<file path="src/rtl/bus_arbiter.sv">
// rtl/bus_arbiter.sv - two-master peripheral bus arbiter with slave-ack watchdog
// Define BUS_ARB_ROUND_ROBIN_EN for round-robin tie breaking; default is master 0 priority.
module bus_arbiter #(
    parameter int unsigned TIMEOUT_CYCLES = 1024,
    parameter logic [31:0] TIMEOUT_DATA   = 32'hDEAD_BEEF
) (
    input  logic        clk,
    input  logic        rst,
    input  logic [31:0] m0_addr_i,
    input  logic [31:0] m0_data_i,
    input  logic        m0_read_i,
    input  logic        m0_write_i,
    input  logic [31:0] m1_addr_i,
    input  logic [31:0] m1_data_i,
    input  logic        m1_read_i,
    input  logic        m1_write_i,
    output logic [31:0] m0_data_o,
    output logic        m0_ack_o,
    output logic [31:0] m1_data_o,
    output logic        m1_ack_o,
    output logic [31:0] s_addr_o,
    output logic [31:0] s_data_o,
    output logic        s_read_o,
    output logic        s_write_o,
    input  logic [31:0] s_data_i,
    input  logic        s_ack_i,
    output logic [1:0]  grant_o,
    output logic        err_o
);

    typedef enum logic [1:0] {ST_IDLE, ST_BUSY, ST_TOUT} state_t;

    state_t      r_state;
    state_t      w_next_state;
    logic [1:0]  r_grant;
    logic [31:0] r_count;
    logic        r_err;
    logic        r_last_grant;

    logic        w_req0;
    logic        w_req1;
    logic        w_tie_pick;
    logic        w_winner;
    logic        w_expire;
    logic        w_sel;

    assign w_req0   = m0_read_i | m0_write_i;
    assign w_req1   = m1_read_i | m1_write_i;
    assign w_expire = (r_count == 32'(TIMEOUT_CYCLES - 1));
    assign w_sel    = r_grant[1];

`ifdef BUS_ARB_ROUND_ROBIN_EN
    assign w_tie_pick = ~r_last_grant;
`else
    // Fixed priority: history is still tracked but never steers a tie.
    assign w_tie_pick = r_last_grant & 1'b0;
`endif

    assign w_winner = (w_req0 & w_req1) ? w_tie_pick : w_req1;

    assign grant_o = r_grant;
    assign err_o   = r_err;

    always_ff @(posedge clk or posedge rst) begin
        if (rst) begin
            r_state <= ST_IDLE;
        end else begin
            r_state <= w_next_state;
        end
    end

    always_ff @(posedge clk or posedge rst) begin
        if (rst) begin
            r_grant      <= 2'b00;
            r_count      <= 32'd0;
            r_err        <= 1'b0;
            r_last_grant <= 1'b1;
        end else begin
            case (r_state)
                ST_IDLE: begin
                    if (w_req0 | w_req1) begin
                        r_grant      <= w_winner ? 2'b10 : 2'b01;
                        r_last_grant <= w_winner;
                        r_count      <= 32'd0;
                    end
                end
                ST_BUSY: begin
                    if (s_ack_i) begin
                        r_grant <= 2'b00;
                    end else if (w_expire) begin
                        r_err <= 1'b1;
                    end else if (r_count != 32'hFFFF_FFFF) begin
                        r_count <= r_count + 32'd1;
                    end
                end
                ST_TOUT: begin
                    r_grant <= 2'b00;
                end
                default: begin
                    r_grant <= 2'b00;
                end
            endcase
        end
    end

    always_comb begin
        w_next_state = r_state;
        case (r_state)
            ST_IDLE: if (w_req0 | w_req1) w_next_state = ST_BUSY;
            ST_BUSY: begin
                if (s_ack_i) begin
                    w_next_state = ST_IDLE;
                end else if (w_expire) begin
                    w_next_state = ST_TOUT;
                end
            end
            ST_TOUT: w_next_state = ST_IDLE;
            default: w_next_state = ST_IDLE;
        endcase
    end

    always_comb begin
        s_addr_o  = 32'd0;
        s_data_o  = 32'd0;
        s_read_o  = 1'b0;
        s_write_o = 1'b0;
        m0_ack_o  = 1'b0;
        m0_data_o = 32'd0;
        m1_ack_o  = 1'b0;
        m1_data_o = 32'd0;
        case (r_state)
            ST_BUSY: begin
                s_addr_o  = w_sel ? m1_addr_i  : m0_addr_i;
                s_data_o  = w_sel ? m1_data_i  : m0_data_i;
                s_read_o  = w_sel ? m1_read_i  : m0_read_i;
                s_write_o = w_sel ? m1_write_i : m0_write_i;
                if (s_ack_i) begin
                    if (w_sel) begin
                        m1_ack_o  = 1'b1;
                        m1_data_o = s_data_i;
                    end else begin
                        m0_ack_o  = 1'b1;
                        m0_data_o = s_data_i;
                    end
                end
            end
            ST_TOUT: begin
                if (w_sel) begin
                    m1_ack_o  = 1'b1;
                    m1_data_o = TIMEOUT_DATA;
                end else begin
                    m0_ack_o  = 1'b1;
                    m0_data_o = TIMEOUT_DATA;
                end
            end
            default: begin
            end
        endcase
    end

endmodule
</file>
<file path="config.mk">
export PLATFORM = sky130hd
export DESIGN_NAME = bus_arbiter
export DESIGN_NICKNAME = d
export VERILOG_FILES = /design/src/rtl/bus_arbiter.sv
export SDC_FILE = /design/constraint.sdc
export NUM_CORES = 1
export LEC_CHECK = 0
export BUFFER_PORTS_ARGS = -buffer_cell sky130_fd_sc_hd__buf_2
export CELL_PAD_IN_SITES_DETAIL_PLACEMENT = 0
export CELL_PAD_IN_SITES_GLOBAL_PLACEMENT = 1
export CORE_ASPECT_RATIO = 1.1
export CORE_MARGIN = 2
export CORE_UTILIZATION = 25
export CTS_BUF_LIST = sky130_fd_sc_hd__clkbuf_2 sky130_fd_sc_hd__clkbuf_4 sky130_fd_sc_hd__clkbuf_8
export DETAILED_ROUTE_END_ITERATION = 7
export PLACE_DENSITY = 0.83
export SLEW_MARGIN = 20
export SYNTH_ARGS = -nofsm -noshare
export SYNTH_HDL_FRONTEND = slang
export SYNTH_SLANG_ARGS = --single-unit
export TNS_END_PERCENT = 100
</file>
<file path="constraint.sdc">
create_clock -name clk -period 3.9 [get_ports clk]
set_clock_uncertainty 0.2 [all_clocks]
set_input_delay 0.585 -clock clk [delete_from_list [all_inputs] [get_ports clk]]
set_output_delay 0.585 -clock clk [all_outputs]
set_load 0.005 [all_outputs]
</file>
==> results of run 1 <==
layer usage:
metal	vias to the layer above	track usage, %	wire length, um
met1	2342	28.79	7933
met3	20	7.355	2132
met4	2	3.704	238
li1	2411	-	-
met5	-	0	13
met2	272	33.24	8467
metrics by stage:
stage	hold WS, ns	cells	instance area, um2
floorplan	0.2510	512	3849
global placement	0.2400	983	5519
detailed placement	0.2433	983	5519
CTS	0.07092	991	5605
global route	0.07191	991	5605
finish	0.05293	992	5608
power by group through the flow:
stage / clock (mW) / sequential (mW) / combinational (mW)
floorplan: 0 / 0.460 / 0.971
global placement: 0 / 0.498 / 1.66
detailed placement: 0 / 0.501 / 1.66
CTS: 0.282 / 0.493 / 1.67
global route: 0.302 / 0.506 / 1.82
finish: 0.281 / 0.495 / 1.67
final cells by class:
cell class,instances,share of cell area [%]
well taps,196,4.373
clock buffers,6,1.361
inverters,8,0.5355
repair buffers,312,28.34
clock inverters,2,0.1785
flip-flops and latches,37,16.58
diodes,1,0.04462
multi-input cells,430,48.59
cell families after synthesis:
family / Yosys count
AND/OR/NAND/NOR: 244
AO/OA/AOI/OAI: 114
multiplexers: 68
buffers and inverters: 45
flip-flops: 37
adder cells (fa/ha/maj): 4
cells in the mapped netlist, types with 3 or more instances:
| cell | n |
|---|---|
| dfrtp_1 | 37 |
| nor4_1 | 9 |
| clkbuf_1 | 17 |
| and2_1 | 21 |
| nand3_1 | 17 |
| a21oi_1 | 14 |
| o21a_1 | 40 |
| o311ai_0 | 4 |
| nand4b_1 | 4 |
| and3_1 | 9 |
| buf_1 | 11 |
| nor3_1 | 5 |
| inv_1 | 7 |
| nand2b_1 | 4 |
| or3_1 | 3 |
| nor2_1 | 87 |
| buf_2 | 5 |
| ha_1 | 4 |
| nand4_1 | 14 |
| o21ai_0 | 26 |
| a31oi_1 | 9 |
| o31ai_1 | 4 |
| o41ai_1 | 3 |
| mux2i_1 | 67 |
| nand2_1 | 54 |
registers in the layout, summed over array words and instances, names as in the netlist:
signal and cells:
err_o 1, r_count 32, grant_o 2, r_state 2
critical path, delay by kind of cell (launching register included):
| family | cells | cell delay [ns] |
|---|---|---|
| simple gates | 2 | 0.99 |
| buf+inv | 3 | 0.41 |
| flops | 1 | 0.40 |
| compound gates | 2 | 0.31 |
| fa+ha+maj | 1 | 0.17 |
final timing paths:
| path | from | end | slack (ns) | cells past startpoint |
|---|---|---|---|---|
| max reg2reg | r_count[0] | r_count[27] | 0.93 | 7 |
| min in group clk | err_o | err_o | 0.27 | 1 |
| max | r_state[0] | m1_data_o[3] | 0.54 | 8 |
| max in group asynchronous | rst | r_count[27] | 2.83 | 3 |
| min | rst | r_count[3] | 0.05 | 2 |
| min reg2reg | err_o | err_o | 0.27 | 1 |
==> results.py, run 1 <==
metrics = {
    "synthesis": {
        "ys.warnings.count": 0,
        "post_synth_inst_count": 512,
        "synth_top_family_by_area": "simple AND/OR/NAND/NOR gates",
        "synth_top_cell_by_area": "dfrtp_1",
        "yosysTopAreaCellShare_pct": 24.06,
        "async_reset_ff_share_pct": 100.0,
        "synth_area_leaders": "dfrtp_1 24%, mux2i_1 17%, nor2_1 8.5%",
        "synth-simple-area-share_pct": 31.66,
        "synth-compound-area-share_pct": 20.12,
        "synth-edff-count": 0,
        "synth_adder_area_share_pct": 1.300,
        "synth_flop_cell": "dfrtp_1",
        "ys_types": 57,
        "synthXorXnorAreaFrac_pct": 0,
        "synth_area_per_cell_um2": 7.517,
        "synthesis.nets": 683,
        "ys_seq_area_share_pct": 24.06,
        "synth-seq-cells": 37,
        "synthesis.area_mm2": 0.003849,
        "synthMuxAreaShare_pct": 17.72,
    },
    "global_route": {
        "grt_pass1_vias": 4536,
        "grt_pass1_wl_um": 26740,
        "antenna_found_initial": 3,
        "track_usage_pct": 21.31,
        "grt_max_degree": 57,
        "grt_overflow": 0,
    },
    "die": {
        "die_y_um": 134.1,
        "core_mm2": 0.01505,
        "std_cell_rows": 47,
        "die_w_um": 122.3,
        "start_util_pct": 25.57,
        "io_pins": 302,
        "dieArea_mm2": 0.01640,
    },
    "timing": {
        "finalCritPeriodShare_pct": 86.21,
        "max_freq_mhz": 297.4,
        "setup_violations": 0,
        "final_hold_viol_count": 0,
        "timing.final.crit_period_ns": 3.362,
        "final_max_slew_viol_count": 0,
        "rsz0062_at_grt": "false",
        "fin_ws_ns": 0.5377,
        "finalSetupTns_ns": 0,
        "relSlewSlack_pct": 38.10,
        "tightest_slew_ns": 0.9286,
    },
    "critical_path": {
        "max_stage_delay_ns": 0.58,
        "arrival_ns": 2.58,
        "cpMaxStageDelayCell": "and2_0",
        "crit_chain": "inv_1, ha_1, and2_0, nand2_1, o21ai_0, buf_4, o21a_1, buf_2",
        "critPathMaxFanout": 14,
        "cp-start-kind": "flip-flop",
        "worstSetupPathType": "flip-flop to output port",
        "endpoint_kind": "output port",
        "required_ns": 3.12,
    },
    "clocking": {
        "cts_resized": 0,
        "postCtsSetupRepairBufs": 0,
        "clk_latency_ns": 0.29,
        "ctsHoldBuffers": 0,
        "cts_tree": "done",
        "cts_buffer_depth": 2,
        "htree_num_levels": 2,
        "clkTransAtPathRegs_ns": 0.08,
        "cts_root_buf": "clkbuf_8",
        "numCtsBuffers": 5,
        "cts.sinks": 37,
    },
    "cells_and_area": {
        "layout_commonest_cell": "buf_2",
        "layout_common_cells": "301 x buf_2, 87 x nor2_1, 67 x mux2i_1",
        "drive_gt1_share_pct": 42.14,
        "nets": 965,
        "seq_area_um2": 929.6,
        "fillCellCount": 1652,
        "areaGrowthSynthToFinish_pct": 45.71,
        "multiInputGateArea_mm2": 0.002725,
        "fin_util_pct": 37.25,
    },
    "routing": {
        "totalWireLength_um": 18790,
        "dr.first_iter.drc_count": 309,
        "drc": 0,
        "wl_per_cell_um": 18.94,
        "routed_via_density": 5.088,
        "postRouteAntennaNets": 0,
        "via_count": 5047,
        "firstDrtPassIters": 6,
    },
    "pwr": {
        "peakVddDrop_v": 0.0003227,
        "power_leakage_nw": 2.980,
        "fin_total_pwr_mw": 2.445,
        "switchingPower_mw": 1.219,
        "p_comb_share_pct": 68.3,
        "p_per_area_mw_per_mm2": 436.1,
        "internal_power_mw": 1.227,
        "pwr-share-seq_pct": 20.2,
        "swShare_pct": 49.84,
        "clkPwrFrac_pct": 11.5,
    },
    "placed_design": {
        "dp_slack_ns": 0.8567,
        "dp_hpwl_um": 15580,
        "place.gp.congestion": 0.9108,
        "io_buffers": 301,
    },
    "outcome": {
        "status": "finished, final reports clean",
    },
    "run": {
        "maxCapViolations": 0,
    },
    "worst_hold_path": {
        "worst_hold_path_type": "input port to async pin",
    },
}
No activity file was read; power rests on OpenSTA's default activity.
==> run 2: changes to the inputs <==
--- a/config.mk
+++ b/config.mk
@@ -5,6 +5,7 @@
 export SDC_FILE = /design/constraint.sdc
 export NUM_CORES = 1
 export LEC_CHECK = 0
+export ABC_AREA = 1
 export BUFFER_PORTS_ARGS = -buffer_cell sky130_fd_sc_hd__buf_2
 export CELL_PAD_IN_SITES_DETAIL_PLACEMENT = 0
 export CELL_PAD_IN_SITES_GLOBAL_PLACEMENT = 1
@@ -13,7 +14,7 @@
 export CORE_UTILIZATION = 25
 export CTS_BUF_LIST = sky130_fd_sc_hd__clkbuf_2 sky130_fd_sc_hd__clkbuf_4 sky130_fd_sc_hd__clkbuf_8
 export DETAILED_ROUTE_END_ITERATION = 7
-export PLACE_DENSITY = 0.83
+export PLACE_DENSITY = 0.87
 export SLEW_MARGIN = 20
 export SYNTH_ARGS = -nofsm -noshare
 export SYNTH_HDL_FRONTEND = slang
==> run 2 against run 1 <==
Against the previous run:
- clock power rose by 10%
- worst setup slack improved by 0.27 ns
- synthesized area up 8.1%
- via count grew 20%
- final cell count increased by 29%
- synthesized cell count is 56% higher
- critical path depth grew 1
- global-route usage is 2.7 points higher
- non-clock buffer count down 2
- die area up 7.8%
==> results.py, run 2 <==
metrics = {
    "clocking": {
        "cts_resized": 0,
        "cts.sinks": 37,
        "cts_root_buf": "clkbuf_8",
        "clk_latency_ns": 0.30,
        "cts_buffer_depth": 2,
        "postCtsSetupRepairBufs": 0,
        "clkTransAtPathRegs_ns": 0.08,
        "numCtsBuffers": 5,
        "htree_num_levels": 2,
        "ctsHoldBuffers": 0,
        "cts_tree": "done",
    },
    "timing": {
        "finalSetupTns_ns": 0,
        "timing.final.crit_period_ns": 3.094,
        "finalCritPeriodShare_pct": 79.33,
        "holdWs_ns": 0.2858,
        "final_max_slew_viol_count": 0,
        "rsz0062_at_grt": "false",
        "max_freq_mhz": 323.2,
        "setup_violations": 0,
        "final_hold_viol_count": 0,
        "tightest_slew_ns": 0.9695,
        "relSlewSlack_pct": 35.29,
    },
    "cells_and_area": {
        "stdcell_area_mm2": 0.005901,
        "fin_util_pct": 36.18,
        "fillCellCount": 1922,
        "largest_reg_flops": 32,
        "nets": 1242,
        "layout_commonest_cell": "buf_2",
        "largest_register": "r_count",
        "seq_area_um2": 927.1,
        "layout_common_cells": "301 x buf_2, 239 x nor2_1, 190 x nand2_1",
        "areaGrowthSynthToFinish_pct": 41.83,
        "drive_gt1_share_pct": 30.88,
        "multiInputGateArea_mm2": 0.002735,
    },
    "placed_design": {
        "dp_hpwl_um": 18270,
        "io_buffers": 301,
        "place.gp.congestion": 0.9799,
        "place_area_mm2": 0.005796,
    },
    "routing": {
        "postRouteAntennaNets": 0,
        "totalWireLength_um": 21920,
        "wl_per_cell_um": 17.14,
        "drc": 0,
        "dr.first_iter.drc_count": 599,
        "routed_via_density": 4.746,
        "firstDrtPassIters": 5,
        "via_count": 6070,
    },
    "critical_path": {
        "cp-start-kind": "flip-flop",
        "cpMaxStageDelayCell": "dfrtp_1",
        "critPathMaxFanout": 14,
        "endpoint_kind": "output port",
        "crit_chain": "inv_1, ha_1, nand2_1, nor2_1, inv_1, nand2_1, inv_1, a21oi_1, buf_2",
        "worstSetupPathType": "flip-flop to output port",
        "required_ns": 3.12,
        "critical_path.top_delay_family": "buffers and inverters",
        "critPathBufInv": 4,
        "arrival_ns": 2.31,
        "max_stage_delay_ns": 0.37,
        "worst_path_most_repeated_cell": "inv_1",
    },
    "synthesis": {
        "synth_flop_cell": "dfrtp_1",
        "synthesis.nets": 969,
        "ys.warnings.count": 0,
        "synth-edff-count": 0,
        "ys_top_cells_by_count": "239 x nor2_1, 190 x nand2_1, 85 x o21ai_0",
        "post_synth_inst_count": 798,
        "synthesis.area_mm2": 0.004160,
        "synth_area_leaders": "dfrtp_1 22%, nor2_1 22%, nand2_1 17%",
        "ys_seq_area_share_pct": 22.26,
        "synth_top_cell_by_area": "dfrtp_1",
        "yosysMostFrequentCell": "nor2_1",
        "synth_area_per_cell_um2": 5.213,
        "ys_types": 24,
        "synth-seq-cells": 37,
        "yosysTopAreaCellShare_pct": 22.26,
        "async_reset_ff_share_pct": 100.0,
    },
    "die": {
        "die_y_um": 139.3,
        "core_mm2": 0.01631,
        "dieArea_mm2": 0.01769,
        "io_pins": 302,
        "std_cell_rows": 49,
        "start_util_pct": 25.51,
        "die_w_um": 127.0,
    },
    "global_route": {
        "grt_pass1_vias": 5715,
        "grt_max_degree": 69,
        "grt_overflow": 0,
        "track_usage_pct": 23.98,
        "antenna_found_initial": 3,
        "grt_pass1_wl_um": 32610,
        "globalRouteMet2Util_pct": 34.61,
        "use_met3_pct": 5.690,
        "grt_use_met1_pct": 36.47,
        "top_usage_layer": "met1",
    },
    "worst_hold_path": {
        "worst_hold_path_type": "flip-flop to flip-flop",
    },
    "pwr": {
        "p_per_area_mw_per_mm2": 378.5,
        "power_leakage_nw": 3.474,
        "fin_total_pwr_mw": 2.233,
        "peakVddDrop_v": 0.0002916,
    },
    "outcome": {
        "status": "finished, final reports clean",
    },
    "run": {
        "maxCapViolations": 0,
    },
}
run 2: worst reg2reg max path, stage by stage (launching register included):
cell and delay, ns:
dfrtp_1 0.39, inv_1 0.10, ha_2 0.23, buf_4 0.27
inv_1 0.09, nor2_1 0.31, nand3_2 0.15, nand2_4 0.21
nand2_4 0.26, nand2_1 0.15, nand2_1 0.05
run 2: cell families after synthesis:
| kind of cell | count (synthesis) | share of synthesized area [%] |
|---|---|---|
| AND/OR/NAND/NOR | 493 | 47.13 |
| AO/OA/AOI/OAI | 134 | 16.30 |
| buffers and inverters | 125 | 12.06 |
| flip-flops | 37 | 22.26 |
| XOR/XNOR | 5 | 1.053 |
| adder cells (fa/ha/maj) | 4 | 1.203 |
run 2: area by class of cell:
| class | count | share of cell area [%] |
|---|---|---|
| diodes | 3 | 0.1272 |
| clock buffers | 7 | 1.527 |
| clock inverters | 1 | 0.1272 |
| inverters | 81 | 5.153 |
| multi-input cells | 636 | 46.35 |
| flip-flops and latches | 37 | 15.71 |
| well taps | 204 | 4.326 |
| repair buffers | 310 | 26.68 |
run 2: worst paths after layout:
path / startpoint / cells past startpoint / end / slack (ns)
max in group asynchronous: rst / 3 / r_count[0] / 2.40
setup / recovery: r_state[0] / 9 / m1_data_o[5] / 0.81
setup reg to reg: r_state[1] / 10 / r_count[13] / 1.36
hold reg to reg: err_o / 1 / err_o / 0.29
hold / removal: err_o / 1 / err_o / 0.29
min in group asynchronous: rst / 2 / r_count[16] / 0.30
run 2: per-layer routing:
layer	wire length (um)	part of all wire [%]
met4	269	1.2
met3	2446	11
met5	0	0
met1	10270	47
met2	8931	41
run 2: where the power goes:
part | internal (mW) | leakage (nW) | switching (mW)
clock | 0.151 | 0.0479 | 0.158
sequential | 0.409 | 0.507 | 0.0264
combinational | 0.475 | 2.92 | 1.01
total | 1.03 | 3.47 | 1.20
run 2: per-stage QoR:
stage | instances | setup slack, ns
floorplan | 798 | 1.568
global placement | 1268 | 1.186
detailed placement | 1268 | 1.135
CTS | 1276 | 0.8007
global route | 1279 | 0.5838
finish | 1279 | 0.8062
==> run 3: changes to the inputs <==
--- a/config.mk
+++ b/config.mk
@@ -5,7 +5,7 @@
 export SDC_FILE = /design/constraint.sdc
 export NUM_CORES = 1
 export LEC_CHECK = 0
-export ABC_AREA = 1
+export ABC_AREA = 0
 export BUFFER_PORTS_ARGS = -buffer_cell sky130_fd_sc_hd__buf_2
 export CELL_PAD_IN_SITES_DETAIL_PLACEMENT = 0
 export CELL_PAD_IN_SITES_GLOBAL_PLACEMENT = 1
@@ -14,7 +14,7 @@
 export CORE_UTILIZATION = 25
 export CTS_BUF_LIST = sky130_fd_sc_hd__clkbuf_2 sky130_fd_sc_hd__clkbuf_4 sky130_fd_sc_hd__clkbuf_8
 export DETAILED_ROUTE_END_ITERATION = 7
-export PLACE_DENSITY = 0.87
+export PLACE_DENSITY = 0.83
 export SLEW_MARGIN = 20
 export SYNTH_ARGS = -nofsm -noshare
 export SYNTH_HDL_FRONTEND = slang
==> constraint.sdc (replaced) <==
create_clock -name clk -period 3.2 [get_ports clk]
set_clock_uncertainty 0.2 [all_clocks]
set_input_delay 0.48 -clock clk [delete_from_list [all_inputs] [get_ports clk]]
set_output_delay 0.48 -clock clk [all_outputs]
set_load 0.005 [all_outputs]
==> run 3 against run 2 <==
Against the previous run:
- sequential share of layout area grew 0.59 points
- power grew 37%
- clock-buffer cell count up 1
- flip-flop and latch count unchanged
- global-route usage is 3.2 points lower
- routed wire length is 16% lower
- combinational power increased by 40%
- largest cell class unchanged
- worst setup slack worse by 0.40 ns
- die area down 7.3%
- final cell count fell by 22%
- first-iteration DRC count is 56% lower
==> results.py, run 3 (synthesis results as in run 1) <==
metrics = {
    "routing": {
        "drc": 0,
        "routed_via_density": 4.974,
        "firstDrtPassIters": 4,
        "postRouteAntennaNets": 0,
        "wl_per_cell_um": 18.32,
        "via_count": 4984,
        "totalWireLength_um": 18360,
        "dr.first_iter.drc_count": 266,
    },
    "global_route": {
        "globalRouteMet2Util_pct": 32.16,
        "grt_use_met1_pct": 25.47,
        "use_met3_pct": 11.99,
        "top_usage_layer": "met2",
        "antenna_found_initial": 4,
        "grt_overflow": 0,
        "track_usage_pct": 20.78,
        "grt_max_degree": 37,
        "grt_pass1_wl_um": 25880,
        "grt_pass1_vias": 4411,
    },
    "clocking": {
        "cts_tree": "done",
        "postCtsSetupRepairBufs": 0,
        "cts_root_buf": "clkbuf_8",
        "ctsHoldBuffers": 0,
        "cts_buffer_depth": 2,
        "numCtsBuffers": 5,
        "htree_num_levels": 2,
        "clkTransAtPathRegs_ns": 0.07,
        "clk_latency_ns": 0.29,
        "cts.sinks": 37,
        "cts_resized": 0,
    },
    "cells_and_area": {
        "largest_reg_flops": 32,
        "layout_common_cells": "301 x buf_2, 87 x nor2_1, 67 x mux2i_1",
        "seq_area_um2": 929.6,
        "largest_register": "r_count",
        "multiInputGateArea_mm2": 0.002725,
        "nets": 973,
        "fillCellCount": 1639,
        "drive_gt1_share_pct": 42.71,
        "layout_commonest_cell": "buf_2",
        "fin_util_pct": 37.88,
        "areaGrowthSynthToFinish_pct": 48.18,
    },
    "critical_path": {
        "cpMaxStageDelayCell": "dfrtp_4",
        "arrival_ns": 2.11,
        "crit_chain": "and2_0, nand2_1, o21ai_0, buf_4, o21a_1, buf_2",
        "cp-start-kind": "flip-flop",
        "required_ns": 2.52,
        "endpoint_kind": "output port",
        "critPathMaxFanout": 25,
        "worstSetupPathType": "flip-flop to output port",
        "max_stage_delay_ns": 0.64,
    },
    "die": {
        "start_util_pct": 25.57,
        "die_y_um": 134.1,
        "core_mm2": 0.01505,
        "die_w_um": 122.3,
        "std_cell_rows": 47,
        "dieArea_mm2": 0.01640,
        "io_pins": 302,
    },
    "outcome": {
        "status": "finished, final reports clean",
    },
    "timing": {
        "timing.final.crit_period_ns": 2.791,
        "tightest_slew_ns": 0.7778,
        "setup_violations": 0,
        "finalCritPeriodShare_pct": 87.23,
        "holdWs_ns": 0.1252,
        "finalSetupTns_ns": 0,
        "final_hold_viol_count": 0,
        "final_max_slew_viol_count": 0,
        "fin_ws_ns": 0.4086,
        "max_freq_mhz": 358.2,
        "relSlewSlack_pct": 48.09,
        "rsz0062_at_grt": "false",
    },
    "pwr": {
        "p_per_area_mw_per_mm2": 534.7,
        "peakVddDrop_v": 0.0003119,
        "power_leakage_nw": 3.031,
    },
    "worst_hold_path": {
        "worst_hold_path_type": "input port to async pin",
    },
    "run": {
        "maxCapViolations": 0,
    },
    "placed_design": {
        "place.gp.congestion": 0.8468,
        "dp_slack_ns": 0.5921,
        "dp_hpwl_um": 15310,
        "io_buffers": 301,
    },
}
## run 3: cell types whose count changed in the layout (fill, tap and decap cells not counted), sizes merged, moves of 11 or more
cell,delta
o21a,+39
inv,-73
o21ai,-56
and2,+22
nor2,-155
nand4,+14
mux2i,+67
nor4,+11
a21oi,-31
nand2,-139
nand3,-31
## run 3: metrics by stage
step           instance area [um2]  cells  total power [mW]
4_1_cts                       5695    999             3.054
3_5_place_dp                  5604    991             2.698
3_3_place_gp                  5604    991             2.696
5_1_grt                       5695    999             3.274
2_1_floorplan                 3849    512             1.744
6_report                      5703   1002             3.049
## run 3: final timing paths
check | depth (start not counted) | startpoint | to | slack (ns)
worst max-delay path | 6 | grant_o[1] | m1_data_o[3] | 0.41
worst min-delay path | 2 | rst | r_count[0] | 0.13
worst max register to register | 7 | r_count[0] | r_count[21] | 0.54
worst min register to register | 1 | err_o | err_o | 0.28
max in group asynchronous | 3 | rst | r_count[16] | 1.91
min in group clk | 1 | err_o | err_o | 0.28
## run 3: layout make-up
type | instances | share of cell area (%)
repair buffers | 320 | 29.36
inverters | 8 | 0.5265
diodes | 3 | 0.1316
well taps | 196 | 4.300
multi-input cells | 430 | 47.78
flip-flops and latches | 37 | 16.30
clock buffers | 8 | 1.602
## run 3: report_power, final
group          leakage [nW]  switching [mW]  internal, mW
clock network        0.0498           0.163         0.180
logic                  2.48            1.22         0.870
registers             0.506           0.102         0.519
## run 3: worst max-delay path: cells and delay by family (launching register included)
kind | cells | cell delay, ns
simple gates | 2 | 0.57
buf+inv | 2 | 0.34
compound gates | 2 | 0.27
flops | 1 | 0.64
## run 3: routing by layer
layer / vias up / share of wire [%]
li1: 2428 / -
met3: 9 / 15
met4: 2 / 0.58
met2: 248 / 45
met1: 2297 / 39
met5: - / 0.054
